$ cat src/rtl/pong_ball_engine.sv
// Frame-synchronous ball physics and scoring engine for the Pong display path.
// The ball advances once per frame on the vsync rising edge. The engine also handles
// wall bounces, paddle hits, scoring and game-over sequencing.
module pong_ball_engine #(
    parameter int unsigned SCREEN_W       = 1024,
    parameter int unsigned SCREEN_H       = 768,
    parameter int unsigned BALL_SIZE      = 16,
    parameter int unsigned PADDLE_W       = 16,
    parameter int unsigned PADDLE_H       = 96,
    parameter int unsigned LEFT_PADDLE_X  = 32,
    parameter int unsigned RIGHT_PADDLE_X = 976,
    parameter int unsigned WIN_SCORE      = 9
) (
    input  logic        clk,
    input  logic        rst,
    input  logic        vs_in,
    input  logic        start,
    input  logic        serve,
    input  logic        pause,
    input  logic [1:0]  speed_selector,
    input  logic [10:0] left_palette_pos,
    input  logic [10:0] right_palette_pos,
    output logic [10:0] ball_xpos,
    output logic [10:0] ball_ypos,
    output logic [7:0]  score,
    output logic        point_scored,
    output logic        game_over,
    output logic        playing
);

    typedef enum logic [2:0] {
        IDLE,
        SERVE_WAIT,
        PLAY,
        UPD_Y,
        UPD_X,
        SCORED,
        OVER
    } state_t;

    localparam logic [10:0] CX    = 11'((SCREEN_W - BALL_SIZE) / 2);
    localparam logic [10:0] CY    = 11'((SCREEN_H - BALL_SIZE) / 2);
    localparam logic [11:0] YMAX  = 12'(SCREEN_H - BALL_SIZE);
    localparam logic [11:0] XMAX  = 12'(SCREEN_W - BALL_SIZE);
    localparam logic [11:0] LFACE = 12'(LEFT_PADDLE_X + PADDLE_W);
    localparam logic [11:0] RFACE = 12'(RIGHT_PADDLE_X - BALL_SIZE);
    localparam logic [11:0] PH    = 12'(PADDLE_H);
    localparam logic [11:0] BS    = 12'(BALL_SIZE);
    localparam logic [3:0]  WIN   = 4'(WIN_SCORE);

    state_t      state, state_n;
    logic        vs_q;
    logic        dx, dx_n;
    logic        dy, dy_n;
    logic        point_left, point_left_n;
    logic [10:0] x_n, y_n;
    logic [3:0]  score_l, score_l_n;
    logic [3:0]  score_r, score_r_n;
    logic [11:0] step_q, step_n;

    logic        tick;
    logic [11:0] step;
    logic [11:0] x12, y12;
    logic [11:0] pl12, pr12;
    logic        overlap_l, overlap_r;

    assign tick      = vs_in & ~vs_q;
    assign step      = {8'd0, {1'b0, speed_selector} + 3'd1, 1'b0};
    assign x12       = {1'b0, ball_xpos};
    assign y12       = {1'b0, ball_ypos};
    assign pl12      = {1'b0, left_palette_pos};
    assign pr12      = {1'b0, right_palette_pos};
    assign overlap_l = (y12 < pl12 + PH) && (y12 + BS > pl12);
    assign overlap_r = (y12 < pr12 + PH) && (y12 + BS > pr12);
    assign score     = {score_l, score_r};

    // Next-state and datapath update for the game sequencer
    always_comb begin
        state_n      = state;
        x_n          = ball_xpos;
        y_n          = ball_ypos;
        dx_n         = dx;
        dy_n         = dy;
        score_l_n    = score_l;
        score_r_n    = score_r;
        step_n       = step_q;
        point_left_n = point_left;
        case (state)
            IDLE, OVER: begin
                if (start) begin
                    state_n   = SERVE_WAIT;
                    score_l_n = '0;
                    score_r_n = '0;
                    x_n       = CX;
                    y_n       = CY;
                    dx_n      = 1'b1;
                    dy_n      = 1'b1;
                end
            end
            SERVE_WAIT: begin
                x_n = CX;
                y_n = CY;
                if (start) begin
                    score_l_n = '0;
                    score_r_n = '0;
                end else if (serve) begin
                    state_n = PLAY;
                end
            end
            PLAY: begin
                if (tick && !pause) state_n = UPD_Y;
            end
            UPD_Y: begin
                // The step is latched here so that the x update in the next cycle uses
                // the same step as this y update.
                step_n  = step;
                state_n = UPD_X;
                if (dy) begin
                    if (y12 + step >= YMAX) begin
                        y_n  = YMAX[10:0];
                        dy_n = 1'b0;
                    end else begin
                        y_n = 11'(y12 + step);
                    end
                end else begin
                    if (y12 < step) begin
                        y_n  = '0;
                        dy_n = 1'b1;
                    end else begin
                        y_n = 11'(y12 - step);
                    end
                end
            end
            UPD_X: begin
                state_n = PLAY;
                if (!dx) begin
                    // x - S < face is rewritten as x < face + S so it cannot wrap.
                    if (x12 >= LFACE && x12 < LFACE + step_q && overlap_l) begin
                        x_n  = LFACE[10:0];
                        dx_n = 1'b1;
                    end else if (x12 < step_q) begin
                        point_left_n = 1'b0;
                        state_n      = SCORED;
                    end else begin
                        x_n = 11'(x12 - step_q);
                    end
                end else begin
                    if (x12 <= RFACE && x12 + step_q > RFACE && overlap_r) begin
                        x_n  = RFACE[10:0];
                        dx_n = 1'b0;
                    end else if (x12 + step_q > XMAX) begin
                        point_left_n = 1'b1;
                        state_n      = SCORED;
                    end else begin
                        x_n = 11'(x12 + step_q);
                    end
                end
            end
            SCORED: begin
                x_n  = CX;
                y_n  = CY;
                dy_n = 1'b1;
                if (point_left) begin
                    dx_n      = 1'b1;
                    score_l_n = score_l + 4'd1;
                    state_n   = (score_l_n == WIN) ? OVER : SERVE_WAIT;
                end else begin
                    dx_n      = 1'b0;
                    score_r_n = score_r + 4'd1;
                    state_n   = (score_r_n == WIN) ? OVER : SERVE_WAIT;
                end
            end
            default: state_n = IDLE;
        endcase
    end

    // State, datapath and registered status outputs
    always_ff @(posedge clk or negedge rst) begin
        if (!rst) begin
            state        <= IDLE;
            vs_q         <= 1'b1;
            ball_xpos    <= CX;
            ball_ypos    <= CY;
            dx           <= 1'b1;
            dy           <= 1'b1;
            score_l      <= '0;
            score_r      <= '0;
            step_q       <= '0;
            point_left   <= 1'b0;
            point_scored <= 1'b0;
            game_over    <= 1'b0;
            playing      <= 1'b0;
        end else begin
            state        <= state_n;
            vs_q         <= vs_in;
            ball_xpos    <= x_n;
            ball_ypos    <= y_n;
            dx           <= dx_n;
            dy           <= dy_n;
            score_l      <= score_l_n;
            score_r      <= score_r_n;
            step_q       <= step_n;
            point_left   <= point_left_n;
            point_scored <= (state_n == SCORED);
            game_over    <= (state_n == OVER);
            playing      <= (state_n == PLAY) || (state_n == UPD_Y) || (state_n == UPD_X);
        end
    end

endmodule

$ cat config.mk
export PLATFORM = sky130hd
export DESIGN_NAME = pong_ball_engine
export DESIGN_NICKNAME = d
export VERILOG_FILES = /design/src/rtl/pong_ball_engine.sv
export SDC_FILE = /design/constraint.sdc
export NUM_CORES = 1
export LEC_CHECK = 0
export CAP_MARGIN = 20
export CORE_MARGIN = 5
export CORE_UTILIZATION = 55
export DETAILED_ROUTE_END_ITERATION = 12
export GPL_ROUTABILITY_DRIVEN = 0
export GPL_TIMING_DRIVEN = 0
export PLACE_DENSITY = 0.78
export SYNTH_ARGS = -nofsm -noshare
export SYNTH_HDL_FRONTEND = slang
export SYNTH_SLANG_ARGS = --single-unit
export TNS_END_PERCENT = 50
$ cat constraint.sdc
create_clock -name clk -period 3.6 [get_ports clk]
set_input_delay 0.36 -clock clk [delete_from_list [all_inputs] [get_ports clk]]
set_output_delay 0.36 -clock clk [all_outputs]
set_load 0.02 [all_outputs]
==> reports/qor.yml, run 1 <==
status:
  outcome: "finished, final reports clean"
sta:
  finalCritPeriodShare: 0.956
  setup_violations: 0
  rsz0062_at_grt: "no"
  layout_setup_ws_ns: 0.158
  hold_viol: 0
  maxSlewViolCount: 0
  worst_pin_slew_ns: 0.904
  fmax_mhz: 291
  slew_headroom: 0.394
  fin_worst_skew_ns: 0.0147
  fin_crit_ns: 3.44
grt:
  grtUsageMet2: 0.453
  gr-usage-met1: 0.345
  grtUsageTotal: 0.264
  grt.busiest_layer: "met2"
  grt_pass1_vias: 4600
  grt.overflow.total: 0
  grt_max_degree: 23
  antenna_found_initial: 0
  grtUsageMet3: 0.0375
  grt_pass1_wl_mm: 22.1
placement:
  dp.cells: 745
  preCtsSetupSlack_ns: -0.0717
  detailed_place_hpwl_mm: 10.6
  port_buffers: 60
final_layout:
  final_cell_mix: "clkdlybuf4s50_1, ha_1, inv_1, nand2_1, o21ai_0"
  num-fill-cells: 705
  antenna_cells: 0
  layout_commonest_cell: "clkdlybuf4s50_1"
  drive_above_1_share: 0.102
  synthToLayoutAreaGrowth_pct: 19.3
  layout.nets: 735
  layout.cells.non_filler: 752
worst_setup_path:
  reg2reg_to: "ball_xpos[6]"
  crit_path_max_incr_delay_ns: 0.60
  r2r_cells: 12
  crit_arrival_ns: 3.69
  crit_required_ns: 3.85
  path_class: "reg2reg"
  slowest_stage: "dfstp_2"
  start_kind: "register"
  reg2reg_from: "ball_ypos[4]"
  worstPathMaxFanout: 10
  r2r_slack_ns: 0.16
  crit_chain: "buf_2 > and4_2 > nand2_1 > xnor2_2 > ha_1 > nand4_1 > or2_2 > o221a_2 > nor2_1 > a21oi_1 > a311o_1 > mux2_4"
  end_kind: "register"
logic_synthesis:
  netlist_area_sq_um: 4670
  synth_cell_type_count: 81
  ys_seq_area_frac: 0.223
  ys.flop_type: "dfrtp_1"
  synth_area_per_cell_sq_um: 8.08
  synthArstFlopShare: 1.00
  synth_edf_count: 0
  synth_top_cell_area_share: 0.147
  yosys.area.top_type: "ha_1"
  yosys_warnings: 0
  synth_cells: 578
  synth_seq_cells: 41
  synthTopCellsByArea: "ha_1, dfrtp_1, dfstp_2"
floorplanning:
  die_area_sq_um: 10400
  die_y_um: 102
  core_sq_um: 8260
  start_util: 0.566
  pin_count: 63
  die_w_um: 102
  rows: 33
clocking:
  cts_setup_buffers: 0
  cts_tree: "done"
  cts_sinks: 41
  numCtsBuffers: 5
  clk_path_buf_depth: 2
  cts_root_buf: "clkbuf_8"
  path_clk_slew_ns: 0.09
  ctsHtreeMaxLevel: 2
  clock_latency_ns: 0.31
routing:
  firstDrtPassIters: 6
  drtAntennaViolNets: 0
  first_iter_violations: 352
  post_drt_via_cell_ratio: 6.31
  drc: 0
  wl_per_cell_um: 17.8
  wl_mm: 13.4
  num_vias: 4742
job:
  cap_violations: 0
power:
  intPower_mw: 1.61
  p_switching_mw: 1.55
  switching_share: 0.491
  p_seq_frac: 0.226
  p_leak_nw: 2.39
  irDropWorstVdd_mv: 0.323
  comb_power_share: 0.648
  clockPowerShare: 0.126
  p_per_area_nw_per_um2: 567
min_path:
  min_path_type: "in2async"
## sequential cells by signal, indices dropped and copies added, names as in the netlist, 3 cells and up
name	cells
ball_xpos	10
ball_ypos	10
score_l	4
score_r	4
state	3
step_q	3
## cells by family after synthesis
| group | count (synthesis) | share of synthesized area |
|---|---|---|
| fa+ha+maj | 61 | 0.169 |
| other cells | 1 | 0.000803 |
| xor+xnor | 27 | 0.0506 |
| simple gates | 188 | 0.210 |
| buf+inv | 84 | 0.0742 |
| flops | 41 | 0.223 |
| compound gates | 169 | 0.256 |
| mux | 7 | 0.0166 |
## worst max-delay path by stage
stage / start / cells past startpoint / endpoint
5_1_grt: ball_ypos[6] / 12 / ball_xpos[6]
2_1_floorplan: ball_ypos[6] / 12 / ball_xpos[6]
3_5_place_dp: ball_ypos[6] / 12 / ball_xpos[4]
4_1_cts: ball_ypos[4] / 12 / ball_xpos[4]
6_report: ball_ypos[4] / 12 / ball_xpos[6]
3_3_place_gp: ball_ypos[6] / 12 / ball_xpos[4]
## area by class of cell
cell class              instances  area (sq um)  share of cell area
well taps                     105           131              0.0236
inverters                      55           206              0.0370
multi-input cells             454          3320               0.595
plain buffers                  28           141              0.0254
flip-flops and latches         41          1040               0.187
clock inverters                 3          43.8             0.00786
repair buffers                 61           623               0.112
clock buffers                   5          68.8              0.0123
## synth_stat cells (5+ instances only)
master,instances
nor2b_1,9
o32ai_1,5
dfstp_2,14
clkbuf_1,22
nand2_1,44
o31ai_1,5
o21ai_0,38
or2_2,9
nand4_1,8
ha_1,55
o2bb2ai_1,5
a31oi_1,7
a211oi_1,9
nor3_1,20
inv_1,54
dfrtp_1,27
nand3_1,17
a221oi_1,5
nor2_1,34
nor4_1,5
xor2_1,9
xnor2_1,18
nand2b_1,12
a21oi_1,35
## worst max-delay path: cells and delay by family, from the launching register on
family          cells  cell delay [ns]
compound gates      3             0.83
xor+xnor            1             0.16
fa+ha+maj           1             0.31
buf+inv             1             0.23
flops               1             0.60
mux                 1             0.27
simple gates        5             0.98
## routing by layer
metal	vias up	wire length, um
li1	2243	-
met1	2218	5700
met2	243	6440
met3	38	982
met4	0	277
met5	-	0
## what timing repair did
| item | in CTS | in global routing |
|---|---|---|
| gates cloned | 0 | 0 |
| resized for setup | 1 | 14 |
| pin swaps | 0 | 1 |
| endpoints found under the setup margin | 2 | 9 |
| hold buffers | 0 | 0 |
## power by group through the flow
| stage | logic, mW | clock network, mW | registers, mW |
|---|---|---|---|
| 2_1_floorplan | 1.35 | 0 | 0.758 |
| 3_3_place_gp | 1.92 | 0 | 0.711 |
| 3_5_place_dp | 1.97 | 0 | 0.718 |
| 4_1_cts | 1.99 | 0.406 | 0.709 |
| 5_1_grt | 2.25 | 0.422 | 0.733 |
| 6_report | 2.05 | 0.397 | 0.715 |
## through the flow
step / setup TNS (ns) / util / power, mW / cell area (sq um) / hold slack, ns
2_1_floorplan: 0 / - / 2.10 / 4680 / 0.0644
3_3_place_gp: 0 / 0.655 / 2.63 / 5410 / 0.513
3_5_place_dp: -0.181 / 0.658 / 2.69 / 5430 / 0.382
4_1_cts: 0 / 0.671 / 3.10 / 5540 / 0.0488
5_1_grt: 0 / 0.675 / 3.40 / 5570 / 0.0634
6_report: 0 / 0.675 / 3.16 / 5570 / 0.0365
No activity file was read; power rests on OpenSTA's default activity.
==> run 2, diff against run 1 <==
--- a/config.mk
+++ b/config.mk
@@ -12,6 +12,7 @@
 export GPL_ROUTABILITY_DRIVEN = 0
 export GPL_TIMING_DRIVEN = 0
 export PLACE_DENSITY = 0.78
+export SLEW_MARGIN = 20
 export SYNTH_ARGS = -nofsm -noshare
 export SYNTH_HDL_FRONTEND = slang
 export SYNTH_SLANG_ARGS = --single-unit
==> results of run 2 <==
Final layout, timing and power as in run 1 (identical DEF).
